<file path="src/rtl/i2s_pkg.sv">
// ---------------------------------------------------------------------------
// i2s_pkg
//
// Purpose:
//   Shared constants for the I2S audio blocks (transmitter and receiver):
//   slot/frame geometry, the framing state encoding and a small saturating
//   counter helper used for error statistics.
//
// Contents:
//   I2S_SLOT      bclk cycles per channel slot
//   I2S_FRAME     bclk cycles per left+right frame
//   I2S_CNT_W     width of a bit counter that spans one default slot
//   ST_*          framing state encoding (WAIT_SYNC / LEFT / RIGHT)
//   sat_inc16()   16-bit increment that sticks at 0xFFFF
// ---------------------------------------------------------------------------
package i2s_pkg;

    localparam int I2S_SLOT  = 32;
    localparam int I2S_FRAME = 2 * I2S_SLOT;
    localparam int I2S_CNT_W = $clog2(I2S_SLOT);

    // Framing states. Kept as plain constants so older blocks that compare
    // against raw 2-bit codes keep working.
    localparam logic [1:0] ST_WAIT_SYNC = 2'd0;
    localparam logic [1:0] ST_LEFT      = 2'd1;
    localparam logic [1:0] ST_RIGHT     = 2'd2;

    // Statistics counters must never wrap back to a small value, otherwise a
    // long run of errors would look like a clean link.
    function automatic logic [15:0] sat_inc16(input logic [15:0] value);
        return (value == 16'hFFFF) ? value : value + 16'd1;
    endfunction

endpackage

</file>
<file path="src/rtl/i2s_lr_edge.sv">
// ---------------------------------------------------------------------------
// i2s_lr_edge
//
// Purpose:
//   Registers the word-select line (lrclk) in the bclk domain and produces
//   single-cycle fall/rise indications. Shared between the I2S transmitter
//   and receiver so both agree on where a slot begins.
//
// Ports:
//   bclk   in   bit clock, all logic on posedge
//   lrclk  in   word select from the codec / clock block
//   fall   out  high in the cycle lrclk is first seen low after being high
//   rise   out  high in the cycle lrclk is first seen high after being low
// ---------------------------------------------------------------------------
module i2s_lr_edge (
    input  logic bclk,
    input  logic lrclk,
    output logic fall,
    output logic rise
);

    logic lrclk_q;

    // The registered copy always follows lrclk, reset or not. Sampling lrclk
    // during reset means the first cycle after release compares against the
    // real line level, so no phantom edge appears on reset release.
    always_ff @(posedge bclk) begin
        lrclk_q <= lrclk;
    end

    assign fall = lrclk_q & ~lrclk;
    assign rise = ~lrclk_q & lrclk;

endmodule

</file>
<file path="src/rtl/i2s_tx.sv">
// ---------------------------------------------------------------------------
// i2s_tx
//
// Purpose:
//   Slave-mode I2S transmitter. Serializes signed left/right samples onto the
//   codec DAC data line, MSB first, one bclk after each word-select edge.
//   A single-pair holding buffer sits between the valid/ready producer and
//   the frame registers, so the producer only has to deliver one pair per
//   frame at any time before the next left slot.
//
// Parameters:
//   BITSIZE  sample width in bits (8..31)
//   SLOT     bclk cycles per channel slot
//
// Ports:
//   bclk            in   bit clock, all logic on posedge
//   rst             in   synchronous active-high reset
//   enable          in   0 forces sdata low; framing and buffering continue
//   lrclk           in   word select, 0 = left slot, 1 = right slot
//   in_left         in   left sample
//   in_right        in   right sample
//   in_valid        in   producer has a sample pair
//   in_ready        out  holding buffer empty, pair will be taken
//   sdata           out  registered serial data
//   underrun        out  one-cycle pulse when a frame starts with no sample
//   underrun_count  out  saturating number of underruns since reset
// ---------------------------------------------------------------------------
module i2s_tx
    import i2s_pkg::*;
#(
    parameter int BITSIZE = 16,
    parameter int SLOT    = I2S_SLOT
) (
    input  logic               bclk,
    input  logic               rst,
    input  logic               enable,
    input  logic               lrclk,
    input  logic [BITSIZE-1:0] in_left,
    input  logic [BITSIZE-1:0] in_right,
    input  logic               in_valid,
    output logic               in_ready,
    output logic               sdata,
    output logic               underrun,
    output logic [15:0]        underrun_count
);

    localparam int               CNT_W   = $clog2(SLOT);
    localparam logic [CNT_W-1:0] CNT_MAX = CNT_W'(SLOT - 1);
    localparam logic [CNT_W-1:0] CNT_ONE = CNT_W'(1);

    logic               fall;
    logic               rise;
    logic [1:0]         state;
    logic [CNT_W-1:0]   bit_cnt;
    logic               full;
    logic [BITSIZE-1:0] hold_left;
    logic [BITSIZE-1:0] hold_right;
    logic [BITSIZE-1:0] frame_left;
    logic [BITSIZE-1:0] frame_right;
    logic [BITSIZE-1:0] cur_word;
    logic [BITSIZE-1:0] aligned;
    logic               start_left;
    logic               start_right;
    logic               take_hold;
    logic               starve;
    logic               accept;
    logic               slot_bit;

    i2s_lr_edge u_lr_edge (
        .bclk  (bclk),
        .lrclk (lrclk),
        .fall  (fall),
        .rise  (rise)
    );

    // Every fall starts a left slot, even from WAIT_SYNC: that is how the
    // transmitter locks onto the frame. A rise only matters once locked,
    // otherwise we would start mid-frame on a right slot.
    assign start_left  = fall;
    assign start_right = rise && (state != ST_WAIT_SYNC);

    // Frame start either drains the buffer or reports that it had nothing.
    assign take_hold = start_left && full;
    assign starve    = start_left && !full;

    // in_ready comes straight from the buffer flag, so it is a registered
    // signal. A full buffer blocks acceptance, which is what keeps a load
    // and an acceptance from ever landing in the same cycle.
    assign in_ready = !full;
    assign accept   = in_valid && !full;

    // Framing state: locks on the first fall, then alternates on each edge.
    // A short slot simply restarts here because edges always win.
    always_ff @(posedge bclk) begin
        if (rst) begin
            state <= ST_WAIT_SYNC;
        end else if (start_left) begin
            state <= ST_LEFT;
        end else if (start_right) begin
            state <= ST_RIGHT;
        end
    end

    // Holding buffer. The producer is expected to keep its data stable while
    // it waits, so the pair is only captured on the accepting cycle.
    always_ff @(posedge bclk) begin
        if (rst) begin
            full       <= 1'b0;
            hold_left  <= '0;
            hold_right <= '0;
        end else if (take_hold) begin
            full <= 1'b0;
        end else if (accept) begin
            full       <= 1'b1;
            hold_left  <= in_left;
            hold_right <= in_right;
        end
    end

    // Frame registers hold the pair being transmitted for the whole frame,
    // so the right channel is unaffected by a new pair arriving mid-frame.
    // An empty buffer at frame start sends silence.
    always_ff @(posedge bclk) begin
        if (rst) begin
            frame_left  <= '0;
            frame_right <= '0;
        end else if (take_hold) begin
            frame_left  <= hold_left;
            frame_right <= hold_right;
        end else if (starve) begin
            frame_left  <= '0;
            frame_right <= '0;
        end
    end

    // Bit position within the slot. It counts from the edge cycle and parks
    // at the last slot position so an over-long slot keeps padding zeros
    // instead of wrapping around into the sample again.
    always_ff @(posedge bclk) begin
        if (rst) begin
            bit_cnt <= '0;
        end else if (start_left || start_right) begin
            bit_cnt <= '0;
        end else if ((state != ST_WAIT_SYNC) && (bit_cnt != CNT_MAX)) begin
            bit_cnt <= bit_cnt + CNT_ONE;
        end
    end

    // The counter reads 0 one cycle after the edge, which gives the I2S
    // one-bclk delay: MSB goes out at slot cycle 1. Shifting the word left
    // by the counter moves the wanted bit to the top; once the counter
    // reaches BITSIZE everything has been shifted out and the line pads 0.
    assign cur_word = (state == ST_RIGHT) ? frame_right : frame_left;
    assign aligned  = cur_word << bit_cnt;
    assign slot_bit = (state != ST_WAIT_SYNC) && !start_left && !start_right
                      && aligned[BITSIZE-1];

    // enable only gates the pin; it is not aligned to slots, so turning it
    // on mid-slot can emit a partial word.
    always_ff @(posedge bclk) begin
        if (rst) begin
            sdata <= 1'b0;
        end else begin
            sdata <= enable & slot_bit;
        end
    end

    // Underrun reporting: a pulse in the cycle after the frame start plus a
    // count that sticks at its maximum.
    always_ff @(posedge bclk) begin
        if (rst) begin
            underrun       <= 1'b0;
            underrun_count <= 16'd0;
        end else begin
            underrun <= starve;
            if (starve) begin
                underrun_count <= sat_inc16(underrun_count);
            end
        end
    end

endmodule
</file>
<file path="config.mk">
export PLATFORM = sky130hd
export DESIGN_NAME = i2s_tx
export DESIGN_NICKNAME = d
export VERILOG_FILES = /design/src/rtl/i2s_pkg.sv /design/src/rtl/i2s_lr_edge.sv /design/src/rtl/i2s_tx.sv
export SDC_FILE = /design/constraint.sdc
export NUM_CORES = 1
export LEC_CHECK = 0
export CORE_MARGIN = 3
export CORE_UTILIZATION = 40
export DETAILED_ROUTE_END_ITERATION = 10
export GPL_TIMING_DRIVEN = 1
export PLACE_DENSITY = 0.66
export SLEW_MARGIN = 30
export SYNTH_ARGS = -nofsm -noshare
export SYNTH_HDL_FRONTEND = slang
export SYNTH_SLANG_ARGS = --single-unit
export TNS_END_PERCENT = 50
</file>
<file path="constraint.sdc">
create_clock -name bclk -period 2.6 [get_ports bclk]
set_input_delay 0.52 -clock bclk [delete_from_list [all_inputs] [get_ports bclk]]
set_output_delay 0.52 -clock bclk [all_outputs]
set_load 0.02 [all_outputs]
</file>
==> flow_summary_export.csv, run 1 <==
group,metric,value,unit
run_status,outcome,"complete, no violations",
global_route,antenna_found_initial,0,
layout,utilization,52.60,%
place,placed_area,4169,um2
cts,clock_sinks,91,
timing,clock_skew,0.008796,ns
die,core,8382,um2
place,hpwlAfterDp,5091,um
timing,setup-violations-final,0,
cts,h-tree-depth,3,
drt,num_vias,2657,
logic_synthesis,syn_area,3527,um2
global_route,grt_pass1_vias,2672,
power,vdd_drop_max,0.3201,mV
setup_path,critPathSlowestCell,"mux4_2",
place,io_buffers,55,
logic_synthesis,avgSynthCellArea,9.611,um2
layout,multi_input_area,1595,um2
setup_path,cp-start-kind,"register",
die,rows,33,
timing,rsz0062_at_grt,"no",
timing,slew_headroom,62.18,%
logic_synthesis,ys_seq_area_share,51.65,%
global_route,gr-usage-all-layers,15.49,%
setup_path,cp.arrival,2.31,ns
layout,fill_cells,774,
cts,post_cts_buffers,0,
cts,root_buffer,"clkbuf_8",
cts,cts_hold_buf,0,
drt,postRouteAntennaNets,0,
logic_synthesis,synth_warnings,0,
global_route,grt_pass1_wl,12490,um
cts,clkSlewWorstSetupHoldPaths,0.09,ns
global_route,globalRouteOverflowTotal,0,
timing,fin_crit,2.063,ns
die,fp.dieH,99.91,um
logic_synthesis,synth-seq-cells,91,
power,powerDensity,634.7,nW/um2
cts,cts_buffer_depth,2,
drt,initialDrtViolationCount,62,
drt,routedWlPerCell,14.16,um
logic_synthesis,synthFlopType,"dfxtp_1",
timing,period_share,79.35,%
timing,fmax,484.7,MHz
layout,antenna-diode-count,0,
setup_path,critPathMaxFanout,9,
timing,drv_slew,0,
layout,seq_area,1822,um2
layout,final_cell_mix,"dfxtp_1, nand2_1, clkdlybuf4s50_1, a21oi_1, a22o_1",
logic_synthesis,syn_nets,407,
power,p_leak,1.670,nW
die,die_w,99.91,um
timing,hold_viol,0,
logic_synthesis,synth.distinct_cells,39,
timing,fin_tns_setup,0,ns
min_path,hold_class,"register to register",
cts,cts_tree,"yes",
layout,area_growth,25.01,%
setup_path,crit_path_end_kind,"register",
layout,final_cell_area,4409,um2
layout,final_net_count,457,
setup_path,path_cells,"nor2b_2 > mux4_2 > o2111ai_1 > o22ai_1 > a21o_1",
drt,dr.pass1.iters,4,
die,initial_core_util,42.08,%
setup_path,path_class,"register to register",
cts,numCtsBuffers,9,
place,gp_congestion,0.8057,
layout,layout_commonest_cell,"dfxtp_1",
die,io-pin-count,56,
logic_synthesis,async_reset_ff_share,0,%
layout,drive_above_1_share,8.294,%
drt,routed_wl,7460,um
timing,tightest_slew,0.5648,ns
drt,drc_errors,0,
global_route,grt_start_max_net_pins,54,
die,die_area,9981,um2
drt,viasPerCell,5.042,
setup_path,worstPathRequired,2.85,ns
power,power.total,2.798,mW
timing,whs,0.4574,ns
cts,cts_resized,0,
setup_path,cpPeakStageDelay,0.58,ns
logic_synthesis,synth_cells,367,
logic_synthesis,synth-edff-count,0,
run,drv_cap,0,
cts,clk_latency,0.35,ns
==> worst max-delay path: cells and delay by family, from the launching register on <==
kind	cells	cell delay, ns
and+or+nand+nor	1	0.50
DFF	1	0.35
AOI/OAI and AO/OA	3	0.53
muxes	1	0.58
==> power breakdown <==
group          internal, mW  total [mW]  switching (mW)  leakage [nW]
registers              1.43        1.46          0.0285         0.740
logic                0.0997       0.205           0.106         0.811
clock network         0.637        1.13           0.494         0.119
total                  2.17        2.80           0.628          1.67
==> flip-flops by register name (all words and copies together), names as in the netlist <==
name               cells
bit_cnt                5
frame_left            16
frame_right           16
full                   1
hold_left             16
hold_right            16
sdata                  1
state                  2
u_lr_edge.lrclk_q      1
underrun               1
underrun_count        16
==> cell usage after synthesis, types with 2 or more instances <==
master     number  share of area [%]
a21oi_1        38                5.4
a22o_1         32                7.9
and2_1          2               0.35
and3_1          2               0.35
and3b_1         3               0.75
clkbuf_1       21                2.2
dfxtp_1        91                 52
ha_1            3                1.1
inv_1           4               0.43
mux2i_1         7                2.0
mux4_1          4                3.0
mux4_2          2                1.3
nand2_1        76                8.1
nand2b_1        3               0.53
nand3_1         9                1.3
nand4_1         6                1.1
nor2_1         23                2.4
nor3_1          3               0.43
o2111ai_1       2               0.50
o21ai_0         2               0.28
xnor2_1         4               0.99
xor2_1         13                3.2
==> metal layers <==
layer,track usage (%),share of wire (%),vias up
li1,-,-,1374
met1,21.54,50,1222
met2,23.70,45,53
met3,3.544,4.2,8
met4,5.357,1.4,0
met5,0,0,-
==> kinds of logic (layout without fill, tap and decap cells) <==
group                    count (synthesis)  count (layout)  synth area share (%)
adder cells (fa/ha/maj)                  3               3                 1.064
multiplexers                            13              13                 6.243
buffers and inverters                   28              83                 3.334
AO/OA/AOI/OAI                           80              80                 15.75
XOR/XNOR                                17              17                 4.221
AND/OR/NAND/NOR                        135             135                 17.74
flip-flops                              91              91                 51.65
==> final cells by class <==
cell class,count,share of cell area (%)
tap,105,2.980
multi-input combinational,248,36.18
sequential,91,41.32
inverter,4,0.3405
clock inverter,7,2.639
clock buffer,9,2.809
timing repair buffer,63,13.73
==> worst paths after layout <==
check,cells after the start,startpoint,end,slack (ns)
worst max-delay path,5,state[1],sdata,0.54
worst min-delay path,2,hold_left[7],hold_left[7],0.46
worst max register to register,5,state[1],sdata,0.54
worst min register to register,2,hold_left[7],hold_left[7],0.46
==> stage by stage <==
step,worst slack [ns],std cells
global placement,0.2470,511
global route,0.3493,527
detailed placement,0.1865,511
finish,0.5369,527
CTS,0.5126,527
floorplan,0.6990,367
(Power assumes the default switching activity.)
==> run 2: changes to the inputs <==
Settings changed: PLACE_DENSITY 0.66 to 0.69.
Clock period 2.6 ns to 1.8 ns, I/O delays scaled along.
==> run 2 against run 1 <==
Against the previous run: wire length increased by 8.2%; clock skew increased by 0.0052 ns; die area unchanged; sequential share of layout area decreased by 2.0 points; final area increased by 5.5%; sequential power increased by 45%; clock-buffer cell count unchanged; register-to-register slack got worse by 0.47 ns; cell count increased by 4.4%; first-iteration DRC count increased by 97%; hold slack improved by 0.0018 ns.
==> flow_summary_export.csv, run 2 (synthesis results as in run 1) <==
group,metric,value,unit
place,io_buffers,55,
die,io-pin-count,56,
power,vdd_drop_max,0.4677,mV
timing,slew_headroom,63.46,%
cts,clkSlewWorstSetupHoldPaths,0.10,ns
setup_path,crit_path_end_kind,"register",
cts,clock_sinks,91,
cts,h-tree-depth,3,
timing,fmax,573.3,MHz
cts,cts_buffer_depth,2,
setup_path,path_class,"primary input to register",
min_path,min_delay_path_depth,2,
global_route,grt_pass1_vias,2779,
drt,routedWlPerCell,14.67,um
setup_path,critPathLaunch,"lrclk",
setup_path,cp-start-kind,"primary input",
global_route,gr-usage-all-layers,16.67,%
run,drv_cap,0,
timing,period_share,96.91,%
drt,routed_wl,8068,um
drt,postRouteAntennaNets,0,
setup_path,crit_family,"buffers and inverters",
place,gp_congestion,0.8058,
drt,initialDrtViolationCount,122,
setup_path,reg2regPathDepth,8,
layout,final_cell_mix,"dfxtp_1, nand2_1, clkdlybuf4s50_1, a21oi_1, a22o_1",
timing,fin_crit,1.744,ns
die,rows,33,
global_route,globalRouteOverflowTotal,0,
die,die_area,9981,um2
setup_path,worstPathRequired,2.11,ns
place,place_inst,526,
die,die_w,99.91,um
setup_path,r2r_setup_slack,0.07,ns
place,hpwlAfterDp,5348,um
cts,clk_latency,0.35,ns
setup_path,path_cells,"clkdlybuf4s50_1 > buf_4 > nand2b_1 > o211ai_1 > nor4b_2 > buf_4 > o2111ai_2 > o22ai_1 > a21o_1",
power,p_sw,932.1,uW
layout,seq_area,1828,um2
setup_path,reg2reg_from,"underrun_count[0]",
setup_path,reg2reg_to,"underrun_count[11]",
layout,multi_input_area,1638,um2
timing,tightest_slew,0.5481,ns
layout,layout_commonest_cell,"dfxtp_1",
layout,fill_cells,736,
drt,num_vias,2811,
drt,drc_errors,0,
timing,hold_viol,0,
power,p_sw_share,24.39,%
global_route,grt_pass1_wl,13430,um
layout,area_growth,31.93,%
power,p_leak,1.908,nW
setup_path,cp.arrival,2.05,ns
power,p_int,2.889,mW
power,p_clk_share,36.0,%
timing,drv_slew,0,
cts,cts_hold_buf,0,
setup_path,critPathMaxFanout,3,
layout,final_cells,550,
drt,dr.pass1.iters,4,
setup_path,cp_common_cell,"buf_4",
layout,drive_above_1_share,15.28,%
setup_path,cpPeakStageDelay,0.43,ns
timing,clock_skew,0.01400,ns
drt,viasPerCell,5.111,
run_status,outcome,"complete, no violations",
layout,antenna-diode-count,0,
power,powerDensity,821.2,nW/um2
die,initial_core_util,42.08,%
timing,setup-violations-final,0,
setup_path,crit_buf_inv,3,
min_path,hp-start,"hold_right[14]",
global_route,grt_start_max_net_pins,53,
layout,final_net_count,480,
global_route,antenna_found_initial,0,
power,combinationalPowerShare,8.7,%
min_path,hold_class,"register to register",
min_path,hold_end,"hold_right[14]",
cts,root_buffer,"clkbuf_8",
cts,numCtsBuffers,9,
cts,cts_tree,"yes",
die,fp.dieH,99.91,um
timing,rsz0062_at_grt,"yes",
setup_path,critPathSlowestCell,"clkdlybuf4s50_1",
power,seqPwrFrac,55.2,%
die,core,8382,um2
timing,whs,0.4591,ns
## run 2: worst max-delay path by stage
stage,to,cells after the start
after CTS,underrun_count[11],7
after global placement,underrun_count[9],7
after floorplan,underrun_count[9],8
after detailed placement,underrun_count[9],7
final,sdata,9
after global routing,underrun_count[3],8
## run 2: power by group through the flow
| stage | sequential (mW) | clock (mW) | combinational (mW) |
|---|---|---|---|
| 3_5_place_dp | 2.16 | 0 | 0.325 |
| 5_1_grt | 2.12 | 1.50 | 0.371 |
| 3_3_place_gp | 2.15 | 0 | 0.318 |
| 6_report | 2.11 | 1.38 | 0.333 |
| 2_1_floorplan | 2.15 | 0 | 0.166 |
| 4_1_cts | 2.11 | 1.41 | 0.329 |
## run 2: final cells by class
type,instances,area share (%)
Multi-Input combinational cell,248,35.20
Clock buffer,9,2.662
Inverter,4,0.3227
Tap cell,105,2.823
Clock inverter,7,1.640
Timing Repair Buffer,86,18.07
Sequential cell,91,39.28
## run 2: tightest hold or removal path: cells and delay by family, from the launching register on
kind               cells  cell delay [ns]
DFF                    1             0.32
and+or+nand+nor        1             0.05
AOI/OAI and AO/OA      1             0.05
## run 2: per-stage QoR
stage	util [%]	TNS, ns	cell area [um2]	setup slack [ns]	power (mW)
detailed placement	51.56	-4.972	4322	-0.3992	2.483
floorplan	-	0	3531	0.002410	2.315
finish	55.52	0	4653	0.05569	3.821
global route	55.52	-0.07483	4653	-0.02165	3.988
CTS	54.16	-0.01518	4539	-0.01518	3.851
global placement	51.56	-4.005	4322	-0.3375	2.473
## run 2: metal layers
| metal | track usage [%] | share of wire [%] | up-vias |
|---|---|---|---|
| li1 | - | - | 1422 |
| met3 | 4.864 | 4.2 | 4 |
| met5 | 0 | 0 | - |
| met2 | 26.27 | 48 | 55 |
| met1 | 22.73 | 48 | 1330 |
| met4 | 3.782 | 0.55 | 0 |
## run 2: what timing repair did
item	CTS	global route
pin swaps	1	9
buffers inserted	1	6
cloned	0	1
resized for setup	13	13
setup endpoints to repair	12	18
==> run 3: changes to the inputs <==
Settings changed: CAP_MARGIN from default to 25, CORE_ASPECT_RATIO from default to 0.5.
==> run 3 against run 2 <==
Against the previous run: core utilization increased by 2.7 points; hold slack got worse by 0.17 ns; first-iteration DRC count increased by 58%; final area increased by 3.7%.
==> flow_summary_export.csv, run 3 (synthesis results as in run 1) <==
group,metric,value,unit
cts,clkSlewWorstSetupHoldPaths,0.06,ns
die,fp.dieH,72.40,um
layout,final_cells,559,
min_path,hold_end,"u_lr_edge.lrclk_q",
drt,postRouteAntennaNets,0,
setup_path,reg2reg_to,"underrun_count[9]",
min_path,hp-start,"lrclk",
place,io_buffers,55,
timing,fin_crit,1.759,ns
setup_path,critPathSlowestCell,"a211oi_4",
cts,root_buffer,"clkbuf_16",
global_route,met1_usage,23.02,%
die,io-pin-count,56,
place,hpwlAfterDp,5367,um
drt,initialDrtViolationCount,193,
setup_path,r2r_setup_slack,0.04,ns
timing,rsz0062_at_grt,"yes",
setup_path,path_cells,"ha_4 > and2_4 > and3_4 > a211oi_4 > nand4_1 > xor2_1 > nor2_1",
setup_path,critPathMaxFanout,7,
setup_path,reg2regPathDepth,7,
layout,antenna-diode-count,0,
run,drv_cap,0,
timing,tightest_slew,0.5523,ns
global_route,grt_pass1_wl,13320,um
setup_path,worstPathRequired,2.01,ns
layout,multi_input_area,1662,um2
power,vdd_drop_max,0.5229,mV
die,die_w,138.8,um
die,rows,23,
die,initial_core_util,42.56,%
timing,hold_viol,0,
timing,setup-violations-final,0,
global_route,grt_start_max_net_pins,53,
layout,drive_above_1_share,17.45,%
global_route,antenna_found_initial,0,
run_status,outcome,"complete, no violations",
timing,drv_slew,0,
layout,final_net_count,482,
min_path,hold_class,"primary input to register",
min_path,min_delay_path_depth,2,
setup_path,cpPeakStageDelay,0.40,ns
global_route,top_usage_layer,"met2",
drt,num_vias,2832,
global_route,grt_util_met2,24.77,%
layout,layout_commonest_cell,"dfxtp_1",
timing,period_share,97.69,%
drt,routed_wl,8072,um
cts,cts_tree,"yes",
timing,fmax,568.7,MHz
layout,seq_area,1829,um2
setup_path,path_class,"register to register",
place,gp_congestion,0.7932,
timing,clock_skew,0.004229,ns
global_route,gr-usage-all-layers,16.75,%
global_route,globalRouteOverflowTotal,0,
layout,fill_cells,741,
power,powerDensity,923.0,nW/um2
die,core,8288,um2
cts,h-tree-depth,3,
drt,drc_errors,0,
setup_path,cp.arrival,1.97,ns
drt,viasPerCell,5.066,
die,die_area,10050,um2
place,place_inst,540,
power,power.total,4.454,mW
setup_path,cp-start-kind,"register",
setup_path,crit_path_end_kind,"register",
drt,dr.pass1.iters,4,
cts,cts_buffer_depth,2,
layout,final_cell_mix,"dfxtp_1, nand2_1, clkdlybuf4s50_1, a21oi_1, a22o_1",
timing,slew_headroom,63.18,%
setup_path,reg2reg_from,"underrun_count[0]",
cts,clk_latency,0.34,ns
global_route,grt_pass1_vias,2711,
cts,clock_sinks,91,
layout,area_growth,36.82,%
cts,numCtsBuffers,9,
global_route,met3_usage,5.727,%
power,p_leak,1.993,nW
drt,routedWlPerCell,14.44,um
[run 3: cell count changes in the layout (fill, tap and decap cells not counted), sizes merged]
cell | previous run | this run
clkinvlp | 2 | 1
clkbuf | 10 | 9
dlygate4sd2 | 8 | 1
bufinv | 1 | 2
clkdlybuf4s50 | 42 | 44
buf | 31 | 35
dlymetal6s2s | 4 | 8
[run 3: stage by stage]
step	cell area (um2)	utilization [%]	setup slack (ns)	hold slack [ns]	TNS, ns
floorplan	3531	-	0.002410	0.3877	0
global placement	4395	53.03	-0.2757	0.4425	-5.536
detailed placement	4395	53.03	-0.3202	0.4462	-6.236
CTS	4717	56.91	-0.0005917	0.4549	-0.0005917
global route	4826	58.23	-0.04162	0.2896	-0.08052
finish	4826	58.23	0.04150	0.2862	0
[run 3: critical path, delay by kind of cell, from the launching register on]
| kind | cells | cell delay (ns) |
|---|---|---|
| XOR/XNOR | 1 | 0.16 |
| flip-flops | 1 | 0.36 |
| AO/OA/AOI/OAI | 1 | 0.40 |
| AND/OR/NAND/NOR | 4 | 0.56 |
| adder cells (fa/ha/maj) | 1 | 0.15 |
[run 3: per-layer routing]
metal | up-vias | part of all wire [%]
li1 | 1427 | -
met1 | 1339 | 48
met2 | 57 | 45
met3 | 9 | 6.1
met4 | 0 | 0.97
met5 | - | 0
[run 3: cell type report]
class | count | share of cell area, %
well taps | 112 | 2.904
clock buffers | 9 | 4.667
multi-input cells | 248 | 34.43
inverters | 4 | 0.3111
flip-flops and latches | 91 | 37.91
repair buffers | 88 | 17.89
clock inverters | 7 | 1.893
[run 3: power by group]
part / switching, mW / internal, mW / leakage (nW) / total [mW]
sequential: 0.0365 / 2.07 / 0.742 / 2.11
clock: 0.776 / 1.21 / 0.156 / 1.99
combinational: 0.172 / 0.183 / 1.10 / 0.355
total: 0.984 / 3.47 / 1.99 / 4.45
[run 3: worst max-delay path by stage]
stage | startpoint | end | slack (ns)
global placement | lrclk | underrun_count[9] | -0.28
floorplan | underrun_count[0] | underrun_count[9] | 0.002
global route | underrun_count[0] | underrun_count[9] | -0.04
detailed placement | lrclk | underrun_count[9] | -0.32
CTS | lrclk | sdata | -0.0006
finish | underrun_count[0] | underrun_count[9] | 0.04
[run 3: what timing repair did]
item                       in CTS  in global routing
buffers inserted                0                  4
setup endpoints to repair       2                 16
hold buffers                    0                  0
gates resized for setup         2                 29
pin swaps                       0                  9
